--- src/rtl/tlb_pkg.sv ---
// rtl/tlb_pkg.sv - TLB constants, config-bus layout, entry types and translation helper
package tlb_pkg;
    localparam int TLB_Entry_num = 16;
    localparam int VPN2_W        = 19;
    localparam int ASID_W        = 8;
    localparam int PFN_W         = 20;

    localparam int CFG_IN_W    = 142;
    localparam int CFG_OUT_W   = 160;
    localparam int CFG_EHI_LSB = 0;
    localparam int CFG_LO0_LSB = 32;
    localparam int CFG_LO1_LSB = 64;
    localparam int CFG_IDX_LSB = 96;
    localparam int CFG_RND_LSB = 102;
    localparam int CFG_USED_W  = 108;

    localparam int OUT_EHI_LSB = 0;
    localparam int OUT_LO0_LSB = 32;
    localparam int OUT_LO1_LSB = 64;
    localparam int OUT_IDX_LSB = 96;
    localparam int OUT_PM_LSB  = 128;

    localparam int LO_PFN_LSB   = 6;
    localparam int LO_C_LSB     = 3;
    localparam int LO_D_BIT     = 2;
    localparam int LO_V_BIT     = 1;
    localparam int LO_G_BIT     = 0;
    localparam int EHI_VPN2_LSB = 13;
    localparam int EHI_ASID_LSB = 0;

    localparam logic [31:0] UNMAPPED_LO   = 32'h8000_0000;
    localparam logic [31:0] UNMAPPED_HI   = 32'hBFFF_FFFF;
    localparam logic [31:0] UNMAPPED_MASK = 32'h1FFF_FFFF;
    localparam logic [31:0] PROBE_MISS    = 32'h8000_0000;

    typedef struct packed {
        logic [PFN_W-1:0] pfn;
        logic [2:0]       c;
        logic             d;
        logic             v;
    } page_t;

    typedef struct packed {
        logic [VPN2_W-1:0] vpn2;
        logic [ASID_W-1:0] asid;
        logic              g;
        page_t             p1;
        page_t             p0;
    } entry_t;

    typedef struct packed {
        logic [31:0] paddr;
        logic        refill;
        logic        invalid;
        logic        modified;
    } lkp_t;

    // Faults are mutually exclusive: refill beats invalid beats modified.
    function automatic lkp_t translate(input logic [31:0] va, input logic wr, input logic hit,
                                       input logic [PFN_W-1:0] pfn, input logic d, input logic v);
        lkp_t r;
        r = '0;
        if (va >= UNMAPPED_LO && va <= UNMAPPED_HI) begin
            r.paddr = va & UNMAPPED_MASK;
        end else begin
            r.paddr = {pfn, va[11:0]};
            if (!hit)
                r.refill = 1'b1;
            else if (!v)
                r.invalid = 1'b1;
            else if (wr && !d)
                r.modified = 1'b1;
        end
        return r;
    endfunction
endpackage

--- src/rtl/tlb_if.sv ---
// rtl/tlb_if.sv - CP0 config bus and instruction/data lookup ports of the TLB
interface tlb_if import tlb_pkg::*; #(
    parameter int IN_W  = CFG_IN_W,
    parameter int OUT_W = CFG_OUT_W
) ();
    logic             cp0_enable;
    logic             tlbwi;
    logic             tlbwr;
    logic             tlbp;
    logic             tlbr;
    logic [IN_W-1:0]  in_tlb_config;
    logic [OUT_W-1:0] out_tlb_config;
    logic             stall;
    logic             inst_req;
    logic [31:0]      inst_vaddr;
    logic             inst_resp;
    logic             inst_refill;
    logic             inst_invalid;
    logic [31:0]      inst_paddr;
    logic             data_req;
    logic             data_write;
    logic [31:0]      data_vaddr;
    logic             data_resp;
    logic             data_refill;
    logic             data_invalid;
    logic             data_modified;
    logic [31:0]      data_paddr;

    modport master (
        output cp0_enable, tlbwi, tlbwr, tlbp, tlbr, in_tlb_config, stall,
               inst_req, inst_vaddr, data_req, data_write, data_vaddr,
        input  out_tlb_config, inst_resp, inst_refill, inst_invalid, inst_paddr,
               data_resp, data_refill, data_invalid, data_modified, data_paddr
    );

    modport slave (
        input  cp0_enable, tlbwi, tlbwr, tlbp, tlbr, in_tlb_config, stall,
               inst_req, inst_vaddr, data_req, data_write, data_vaddr,
        output out_tlb_config, inst_resp, inst_refill, inst_invalid, inst_paddr,
               data_resp, data_refill, data_invalid, data_modified, data_paddr
    );
endinterface

--- src/rtl/tlb_match.sv ---
// rtl/tlb_match.sv - VPN2/ASID comparator array with lowest-index priority encoder
module tlb_match import tlb_pkg::*; #(
    parameter  int N  = TLB_Entry_num,
    localparam int IW = $clog2(N)
) (
    input  logic [N*VPN2_W-1:0] i_vpn2_tab,
    input  logic [N*ASID_W-1:0] i_asid_tab,
    input  logic [N-1:0]        i_g_tab,
    input  logic [VPN2_W-1:0]   i_vpn2,
    input  logic [ASID_W-1:0]   i_asid,
    output logic                o_hit,
    output logic [IW-1:0]       o_idx
);
    logic [N-1:0] w_match;

    always_comb begin
        w_match = '0;
        for (int i = 0; i < N; i++)
            w_match[i] = (i_vpn2_tab[i*VPN2_W +: VPN2_W] == i_vpn2) &&
                         (i_g_tab[i] || (i_asid_tab[i*ASID_W +: ASID_W] == i_asid));
    end

    always_comb begin
        o_hit = |w_match;
        o_idx = '0;
        for (int i = N - 1; i >= 0; i--)
            if (w_match[i])
                o_idx = IW'(i);
    end
endmodule

--- src/rtl/tlb.sv ---
// rtl/tlb.sv - 4 KB-page TLB: CP0 write/probe/read plus registered inst and data lookups
module tlb #(
    parameter int TLB_Entry_num        = tlb_pkg::TLB_Entry_num,
    parameter int in_tlb_config_width  = tlb_pkg::CFG_IN_W,
    parameter int out_tlb_config_width = tlb_pkg::CFG_OUT_W
) (
    input logic   clk,
    input logic   rst,
    tlb_if.slave  bus
);
    import tlb_pkg::*;
    localparam int IW = $clog2(TLB_Entry_num);

    logic [in_tlb_config_width-1:0]  w_cfg;
    logic [out_tlb_config_width-1:0] w_out;
    logic [31:0] w_ehi, w_lo0, w_lo1;
    logic [IW-1:0] w_idx, w_rnd, w_widx;
    logic w_we;
    entry_t w_new, w_rd;
    entry_t r_entry [TLB_Entry_num];

    assign w_cfg = bus.in_tlb_config;
    assign w_ehi = w_cfg[CFG_EHI_LSB +: 32];
    assign w_lo0 = w_cfg[CFG_LO0_LSB +: 32];
    assign w_lo1 = w_cfg[CFG_LO1_LSB +: 32];
    assign w_idx = w_cfg[CFG_IDX_LSB +: IW];
    assign w_rnd = w_cfg[CFG_RND_LSB +: IW];

    assign w_we   = bus.cp0_enable & (bus.tlbwi | bus.tlbwr);
    assign w_widx = bus.tlbwi ? w_idx : w_rnd;

    always_comb begin
        w_new       = '0;
        w_new.vpn2  = w_ehi[EHI_VPN2_LSB +: VPN2_W];
        w_new.asid  = w_ehi[EHI_ASID_LSB +: ASID_W];
        w_new.g     = w_lo0[LO_G_BIT] & w_lo1[LO_G_BIT];
        w_new.p0    = {w_lo0[LO_PFN_LSB +: PFN_W], w_lo0[LO_C_LSB +: 3], w_lo0[LO_D_BIT], w_lo0[LO_V_BIT]};
        w_new.p1    = {w_lo1[LO_PFN_LSB +: PFN_W], w_lo1[LO_C_LSB +: 3], w_lo1[LO_D_BIT], w_lo1[LO_V_BIT]};
    end

    always_ff @(posedge clk) begin
        if (!rst) begin
            for (int i = 0; i < TLB_Entry_num; i++)
                r_entry[i] <= '0;
        end else if (w_we) begin
            r_entry[w_widx] <= w_new;
        end
    end

    logic [TLB_Entry_num*VPN2_W-1:0] w_vpn2_tab;
    logic [TLB_Entry_num*ASID_W-1:0] w_asid_tab;
    logic [TLB_Entry_num-1:0]        w_g_tab;

    always_comb begin
        w_vpn2_tab = '0;
        w_asid_tab = '0;
        w_g_tab    = '0;
        for (int i = 0; i < TLB_Entry_num; i++) begin
            w_vpn2_tab[i*VPN2_W +: VPN2_W] = r_entry[i].vpn2;
            w_asid_tab[i*ASID_W +: ASID_W] = r_entry[i].asid;
            w_g_tab[i]                     = r_entry[i].g;
        end
    end

    logic w_i_hit, w_d_hit, w_p_hit;
    logic [IW-1:0] w_i_idx, w_d_idx, w_p_idx;

    tlb_match #(.N(TLB_Entry_num)) u_match_inst (
        .i_vpn2_tab(w_vpn2_tab), .i_asid_tab(w_asid_tab), .i_g_tab(w_g_tab),
        .i_vpn2(bus.inst_vaddr[31:13]), .i_asid(w_ehi[7:0]), .o_hit(w_i_hit), .o_idx(w_i_idx));

    tlb_match #(.N(TLB_Entry_num)) u_match_data (
        .i_vpn2_tab(w_vpn2_tab), .i_asid_tab(w_asid_tab), .i_g_tab(w_g_tab),
        .i_vpn2(bus.data_vaddr[31:13]), .i_asid(w_ehi[7:0]), .o_hit(w_d_hit), .o_idx(w_d_idx));

    tlb_match #(.N(TLB_Entry_num)) u_match_probe (
        .i_vpn2_tab(w_vpn2_tab), .i_asid_tab(w_asid_tab), .i_g_tab(w_g_tab),
        .i_vpn2(w_ehi[31:13]), .i_asid(w_ehi[7:0]), .o_hit(w_p_hit), .o_idx(w_p_idx));

    // Probe and read see the array before any write landing on this edge.
    assign w_rd = r_entry[w_idx];

    always_comb begin
        w_out = '0;
        w_out[OUT_EHI_LSB +: 32] = {w_rd.vpn2, 5'b0, w_rd.asid};
        w_out[OUT_LO0_LSB +: 32] = {6'b0, w_rd.p0.pfn, w_rd.p0.c, w_rd.p0.d, w_rd.p0.v, w_rd.g};
        w_out[OUT_LO1_LSB +: 32] = {6'b0, w_rd.p1.pfn, w_rd.p1.c, w_rd.p1.d, w_rd.p1.v, w_rd.g};
        w_out[OUT_IDX_LSB +: 32] = w_p_hit ? 32'(w_p_idx) : PROBE_MISS;
    end
    assign bus.out_tlb_config = w_out;

    page_t w_i_pg, w_d_pg;
    lkp_t  w_inst, w_data, r_inst, r_data;
    logic  r_inst_resp, r_data_resp;

    assign w_i_pg = bus.inst_vaddr[12] ? r_entry[w_i_idx].p1 : r_entry[w_i_idx].p0;
    assign w_d_pg = bus.data_vaddr[12] ? r_entry[w_d_idx].p1 : r_entry[w_d_idx].p0;
    assign w_inst = translate(bus.inst_vaddr, 1'b0, w_i_hit, w_i_pg.pfn, w_i_pg.d, w_i_pg.v);
    assign w_data = translate(bus.data_vaddr, bus.data_write, w_d_hit, w_d_pg.pfn, w_d_pg.d, w_d_pg.v);

    always_ff @(posedge clk) begin
        if (!rst) begin
            r_inst      <= '0;
            r_data      <= '0;
            r_inst_resp <= 1'b0;
            r_data_resp <= 1'b0;
        end else if (!bus.stall) begin
            r_inst_resp <= bus.inst_req;
            r_data_resp <= bus.data_req;
            if (bus.inst_req)
                r_inst <= w_inst;
            if (bus.data_req)
                r_data <= w_data;
        end
    end

    assign bus.inst_resp     = r_inst_resp;
    assign bus.inst_refill   = r_inst.refill;
    assign bus.inst_invalid  = r_inst.invalid;
    assign bus.inst_paddr    = r_inst.paddr;
    assign bus.data_resp     = r_data_resp;
    assign bus.data_refill   = r_data.refill;
    assign bus.data_invalid  = r_data.invalid;
    assign bus.data_modified = r_data.modified;
    assign bus.data_paddr    = r_data.paddr;

    logic w_unused;
    assign w_unused = ^{w_cfg[in_tlb_config_width-1:CFG_USED_W], w_cfg[CFG_IDX_LSB+IW +: 6-IW],
                        w_cfg[CFG_RND_LSB+IW +: 6-IW], w_ehi[12:8], w_lo0[31:26], w_lo1[31:26],
                        w_i_pg.c, w_d_pg.c, r_inst.modified, bus.tlbp, bus.tlbr};
endmodule

--- src/flat_wrapper.sv ---
// flat-port wrapper written by rule: the top's interface ports become plain ports
module tlb_flat import tlb_pkg::*;
#(
    parameter int TLB_Entry_num        = tlb_pkg::TLB_Entry_num,
    parameter int in_tlb_config_width  = tlb_pkg::CFG_IN_W,
    parameter int out_tlb_config_width = tlb_pkg::CFG_OUT_W
)
  (clk, rst, bus_cp0_enable, bus_tlbwi, bus_tlbwr, bus_tlbp, bus_tlbr, bus_in_tlb_config, bus_stall, bus_inst_req, bus_inst_vaddr, bus_data_req, bus_data_write, bus_data_vaddr, bus_out_tlb_config, bus_inst_resp, bus_inst_refill, bus_inst_invalid, bus_inst_paddr, bus_data_resp, bus_data_refill, bus_data_invalid, bus_data_modified, bus_data_paddr);
  tlb_if bus_i ();
  input logic clk;
  input logic rst;
  input wire logic [$bits(bus_i.cp0_enable)-1:0] bus_cp0_enable;
  input wire logic [$bits(bus_i.tlbwi)-1:0] bus_tlbwi;
  input wire logic [$bits(bus_i.tlbwr)-1:0] bus_tlbwr;
  input wire logic [$bits(bus_i.tlbp)-1:0] bus_tlbp;
  input wire logic [$bits(bus_i.tlbr)-1:0] bus_tlbr;
  input wire logic [$bits(bus_i.in_tlb_config)-1:0] bus_in_tlb_config;
  input wire logic [$bits(bus_i.stall)-1:0] bus_stall;
  input wire logic [$bits(bus_i.inst_req)-1:0] bus_inst_req;
  input wire logic [$bits(bus_i.inst_vaddr)-1:0] bus_inst_vaddr;
  input wire logic [$bits(bus_i.data_req)-1:0] bus_data_req;
  input wire logic [$bits(bus_i.data_write)-1:0] bus_data_write;
  input wire logic [$bits(bus_i.data_vaddr)-1:0] bus_data_vaddr;
  output wire logic [$bits(bus_i.out_tlb_config)-1:0] bus_out_tlb_config;
  output wire logic [$bits(bus_i.inst_resp)-1:0] bus_inst_resp;
  output wire logic [$bits(bus_i.inst_refill)-1:0] bus_inst_refill;
  output wire logic [$bits(bus_i.inst_invalid)-1:0] bus_inst_invalid;
  output wire logic [$bits(bus_i.inst_paddr)-1:0] bus_inst_paddr;
  output wire logic [$bits(bus_i.data_resp)-1:0] bus_data_resp;
  output wire logic [$bits(bus_i.data_refill)-1:0] bus_data_refill;
  output wire logic [$bits(bus_i.data_invalid)-1:0] bus_data_invalid;
  output wire logic [$bits(bus_i.data_modified)-1:0] bus_data_modified;
  output wire logic [$bits(bus_i.data_paddr)-1:0] bus_data_paddr;
  assign bus_i.cp0_enable = bus_cp0_enable;
  assign bus_i.tlbwi = bus_tlbwi;
  assign bus_i.tlbwr = bus_tlbwr;
  assign bus_i.tlbp = bus_tlbp;
  assign bus_i.tlbr = bus_tlbr;
  assign bus_i.in_tlb_config = bus_in_tlb_config;
  assign bus_i.stall = bus_stall;
  assign bus_i.inst_req = bus_inst_req;
  assign bus_i.inst_vaddr = bus_inst_vaddr;
  assign bus_i.data_req = bus_data_req;
  assign bus_i.data_write = bus_data_write;
  assign bus_i.data_vaddr = bus_data_vaddr;
  assign bus_out_tlb_config = bus_i.out_tlb_config;
  assign bus_inst_resp = bus_i.inst_resp;
  assign bus_inst_refill = bus_i.inst_refill;
  assign bus_inst_invalid = bus_i.inst_invalid;
  assign bus_inst_paddr = bus_i.inst_paddr;
  assign bus_data_resp = bus_i.data_resp;
  assign bus_data_refill = bus_i.data_refill;
  assign bus_data_invalid = bus_i.data_invalid;
  assign bus_data_modified = bus_i.data_modified;
  assign bus_data_paddr = bus_i.data_paddr;
  tlb #(.TLB_Entry_num(TLB_Entry_num), .in_tlb_config_width(in_tlb_config_width), .out_tlb_config_width(out_tlb_config_width)) u_core (.clk(clk), .rst(rst), .bus(bus_i));
endmodule
--- config.mk ---
export PLATFORM = sky130hd
export DESIGN_NAME = tlb_flat
export DESIGN_NICKNAME = d
export VERILOG_FILES = /design/src/rtl/tlb_pkg.sv /design/src/rtl/tlb_if.sv /design/src/rtl/tlb_match.sv /design/src/rtl/tlb.sv /design/src/flat_wrapper.sv
export SDC_FILE = /design/constraint.sdc
export NUM_CORES = 2
export LEC_CHECK = 0
export CAP_MARGIN = 5
export CORE_ASPECT_RATIO = 0.8
export CORE_UTILIZATION = 61
export DETAILED_ROUTE_END_ITERATION = 8
export PLACE_DENSITY = 0.81
export SLEW_MARGIN = 20
export SYNTH_ARGS = -nofsm -noshare
export SYNTH_HDL_FRONTEND = slang
export SYNTH_HIERARCHICAL = 1
export SYNTH_SLANG_ARGS = --single-unit
--- constraint.sdc ---
create_clock -name clk -period 12.5 [get_ports clk]
set_clock_uncertainty 0.15 [all_clocks]
set_input_delay 3.75 -clock clk [delete_from_list [all_inputs] [get_ports clk]]
set_output_delay 3.75 -clock clk [all_outputs]
set_load 0.01 [all_outputs]
==> results <==
- Relative to the synthesized area, the layout overhead comes to 10.73%.
- Dividing the final minimum period by the clock period gives 95.28%.
- At the pin with the least slew margin, the transition time is 1.306 ns.
- The quantity of gates resized following cts is 0.
- Setup repair after global routing left no endpoint under its margin.
- In this run the cell area of the synthesized design comes to 0.08591 mm2.
- In the synthesized netlist the dominant register cell turns out to be sky130_fd_sc_hd__edfxtp_1.
- The top cell type by area accounts for 43.62% of the synthesized area.
- In the synthesized netlist, the number of instances is 6469.
- Max-cap violations in this run came to 0.
- The die is 337.7 um tall.
- The number of violations reported at the end of detailed-routing iteration 0 is 12.17k.
- The detail route stage leaves a number of antenna-violating nets equal to 0.
- In this run the number of H-tree levels came out at 4.
- The number of detailed-route iterations in the first pass is 7.
- The internal portion of the total power is 8.314 mW.
- In this run switching power makes up 27.57% of total power.
- For flop-to-flop paths, the worst setup slack is 5.77 ns.
- The global-route usage over all layers is 44.44%.
- The cts-stage hold buffer count is 0.
- The layout cell share with drive strength beyond 1 is 20.13%.
- STA classifies the critical path endpoint as an output pin.
- The cell sitting at the root of the clock tree is a sky130_fd_sc_hd__clkbuf_16.
- CTS saw 1319 sinks.
- The weighted congestion at the end of routability-driven global placement is 1.035.
- The worst setup path is launched from an input port.
- The layout has 9457 filler cells.
- The mean cell area of the mapped netlist is 13.28 um2.
- The area enclosed by the die boundary is 0.1424 mm2.
- The sequential area share after synthesis is 45.28%.
- The sum of negative setup slack is 0 ns.
- The detailed-routed wire length on met2 is 132000 um.
- By area the synthesized netlist is led by sky130_fd_sc_hd__edfxtp_1, sky130_fd_sc_hd__mux4_2, sky130_fd_sc_hd__xor2_1.
- The minimum clock period after layout is 11.91 ns.
- The count of standard-cell rows is 122.
- The power per standard cell area is 120.7 mW/mm2.
- The clock insertion delay at the later pin of the skew report is 0.85 ns.
- Data on the critical path is required at its endpoint by 8.60 ns.
- Summed over all nets, the switching power comes to 3.164 mW.
- Measured along the x axis, the die boundary spans 421.6 um.
- Buffers added to address setup during post-CTS repair amount to 0.
- At the worst endpoint, the arrival time is 8.01 ns.
- Clock tree synthesis inserted a total of 140 buffers.
- The length of routed met3 wiring is 58800 um.
- For this design the static power due to leakage is 32.59 nW.
- Static timing analysis puts the maximum clock frequency at 83.96 MHz.
- The category of the most critical setup path is in2out.
- Per report_power, the sequential group accounts for 46.9% of the total.
- The estimated wirelength of the detail-placed design is 204200 um.
- The register area is 0.03890 mm2.
- At the end of the flow the core is filled with cells to 68.41%.
- The highest ir drop seen on vdd is 0.1282 mV.
- The count of synthesis-stage warnings from yosys is 6.
- Buffers placed on the I/O ports in this run total 314.
- The largest net degree at the start of global routing is 87.
- The largest total area in the synthesized netlist belongs to sky130_fd_sc_hd__edfxtp_1.
- The initial utilization of the core area, before any placement, comes to 61.78%.
- The number of failing setup endpoints in the final timing report is 0.
- The via-per-instance ratio is 7.378.
- The leftover overflow at the end of global routing is 0.
- The flow ran to the end, and the final reports show no timing, DRC or antenna violations.
- The proportion of register bits with asynchronous set or reset after synthesis is 0%.
- The total number of vias is 63.02k.
- The biggest fanout along the worst timing path is 21.
- During I/O placement, the number of pins put on the boundary was 448.
- The count of state elements after synthesis is 1319.
- The share of power burned in combinational logic is 15.2%.
- In the final design database the tool counted 6758 nets.
- The number of max-slew violations in the final report came to 0.
- The number of antenna violations at the first check in global routing came to 37.
- For this block, wires on met1 add up to 107000 um.
- The global-route wire length before repair is 444000 um.
- TritonCTS built the clock tree.
- The number of enable flip-flop cells after synthesis is 1248.
- Clock-pin slew was measured on the worst setup and hold paths at 0.05 ns.
- The post-detailed-routing wire length is 321000 um.
- The longest clock path from root to sink contains 3 buffers.
- The uppermost layer routed is met5.
- The share of power burned in the clock network is 37.8%.
- The multi-input combinational cells in the finished layout cover a total of 0.04389 mm2.
- The core area is 0.1391 mm2.
- The normalized max-slew margin is 12.11%.
- After synthesis, the netlist uses 53 different library cells.
- The number of global-route vias before repair was 59.41k.
- The path category of the worst min-delay check is reg2reg.
- Dividing the detail-routed wire length by the instance count gives 37.58 um.
- The count of endpoints failing hold in the final timing report is 0.
- The remaining routing DRC violations is 0.
[per-layer routing]
layer	vias to the layer above	track usage (%)
met1	31162	57.03
met2	6455	61.65
li1	24024	-
met5	-	0
met3	1355	20.33
met4	26	26.80
[cells by family after synthesis]
logic type	after synthesis	share of synthesized area (%)
simple gates	1961	13.60
flops	1319	45.28
xor+xnor	1296	13.21
mux	882	21.18
buf+inv	706	4.426
compound gates	304	2.297
other cells	1	0.004365
[registers in the layout, indices dropped and copies added (netlist names)]
| name | cells |
|---|---|
| u_core/bus.data_paddr | 32 |
| u_core/bus.data_resp | 1 |
| u_core/bus.data_refill | 1 |
| u_core/bus.inst_invalid | 1 |
| u_core/bus.data_modified | 1 |
| u_core/r_entry | 1248 |
| u_core/bus.data_invalid | 1 |
| u_core/bus.inst_resp | 1 |
| u_core/bus.inst_paddr | 32 |
| u_core/bus.inst_refill | 1 |
[cell usage in the layout, fill, tap and decap left out, types with 56 or more instances in the layout]
cell type,Yosys,layout
sky130_fd_sc_hd__dfxtp_1,71,71
sky130_fd_sc_hd__and2_1,1239,1239
sky130_fd_sc_hd__nand4_1,62,62
sky130_fd_sc_hd__clkdlybuf4s50_1,0,283
sky130_fd_sc_hd__nor4_1,292,292
sky130_fd_sc_hd__a21oi_1,77,77
sky130_fd_sc_hd__xnor2_1,144,144
sky130_fd_sc_hd__mux2_2,88,88
sky130_fd_sc_hd__nand2_1,146,146
sky130_fd_sc_hd__mux4_2,740,740
sky130_fd_sc_hd__edfxtp_1,1248,1248
sky130_fd_sc_hd__nand3_1,56,56
sky130_fd_sc_hd__conb_1,1,76
sky130_fd_sc_hd__xor2_1,1152,1152
sky130_fd_sc_hd__buf_4,130,182
sky130_fd_sc_hd__clkbuf_16,0,144
[metrics by stage]
step / setup WS [ns] / std cells / instance area (um2) / power [mW] / hold slack (ns)
after floorplan: 1.824 / 6544 / 86190 / 6.433 / 0.3246
after global placement: 0.9128 / 8250 / 90220 / 7.065 / 0.3009
after detailed placement: 0.9477 / 8255 / 90350 / 7.120 / 0.3096
after CTS: 0.9548 / 8514 / 95020 / 11.37 / 0.3172
after global routing: 0.6921 / 8525 / 95080 / 11.66 / 0.3478
final: 0.5896 / 8542 / 95130 / 11.48 / 0.3132
[Yosys cell counts, drive strengths merged, types with 6 or more instances]
cell type	n
or3	15
nor4	292
o21ai	63
clkbuf	321
buf	357
nand2b	9
mux2i	54
a2111oi	6
nand3	56
xor2	1152
nor2	54
a22oi	11
mux2	88
a21boi	29
a211oi	9
a221oi	27
and3	20
xnor2	144
dfxtp	71
and2	1243
nand4	62
nor3	33
a21oi	80
edfxtp	1248
inv	28
mux4	740
o211ai	24
nand2	146
nor2b	26
a31oi	31
[final cells by class]
| cell class | instances | area share (%) |
|---|---|---|
| flip-flops and latches | 1319 | 40.89 |
| clock buffers | 178 | 3.954 |
| repair buffers | 533 | 5.441 |
| clock inverters | 81 | 0.9588 |
| multi-input cells | 4519 | 46.14 |
| well taps | 1860 | 2.446 |
| diodes | 24 | 0.06313 |
| inverters | 28 | 0.1105 |
[power by group through the flow]
stage / clock network (mW) / logic, mW / registers (mW)
2_1_floorplan: 0 / 1.04 / 5.39
3_3_place_gp: 0 / 1.63 / 5.43
3_5_place_dp: 0 / 1.66 / 5.46
4_1_cts: 4.33 / 1.68 / 5.37
5_1_grt: 4.48 / 1.78 / 5.40
6_report: 4.34 / 1.75 / 5.39
[worst max-delay path, stage by stage]
cell and delay, ns:
sky130_fd_sc_hd__clkdlybuf4s50_1 0.83, sky130_fd_sc_hd__buf_12 0.39, sky130_fd_sc_hd__xor2_1 0.18, sky130_fd_sc_hd__nor4_1 0.50, sky130_fd_sc_hd__buf_4 0.22, sky130_fd_sc_hd__nand4_1 0.40, sky130_fd_sc_hd__nor3_2 0.34, sky130_fd_sc_hd__o21ai_1 0.12
sky130_fd_sc_hd__a21oi_1 0.20, sky130_fd_sc_hd__o211ai_1 0.11, sky130_fd_sc_hd__a22o_1 0.32, sky130_fd_sc_hd__and2_1 0.16, sky130_fd_sc_hd__clkdlybuf4s50_1 0.47
[worst paths after layout]
check / from / end / cells after the start
max: bus_in_tlb_config[15] / bus_out_tlb_config[96] / 13
min: u_core/bus.inst_paddr[8] / u_core/bus.inst_paddr[8] / 2
max reg2reg: u_core/r_entry[13][74] / u_core/bus.inst_paddr[19] / 14
min reg2reg: u_core/bus.inst_paddr[8] / u_core/bus.inst_paddr[8] / 2
Note: power is estimated with default switching activity, not from simulation.
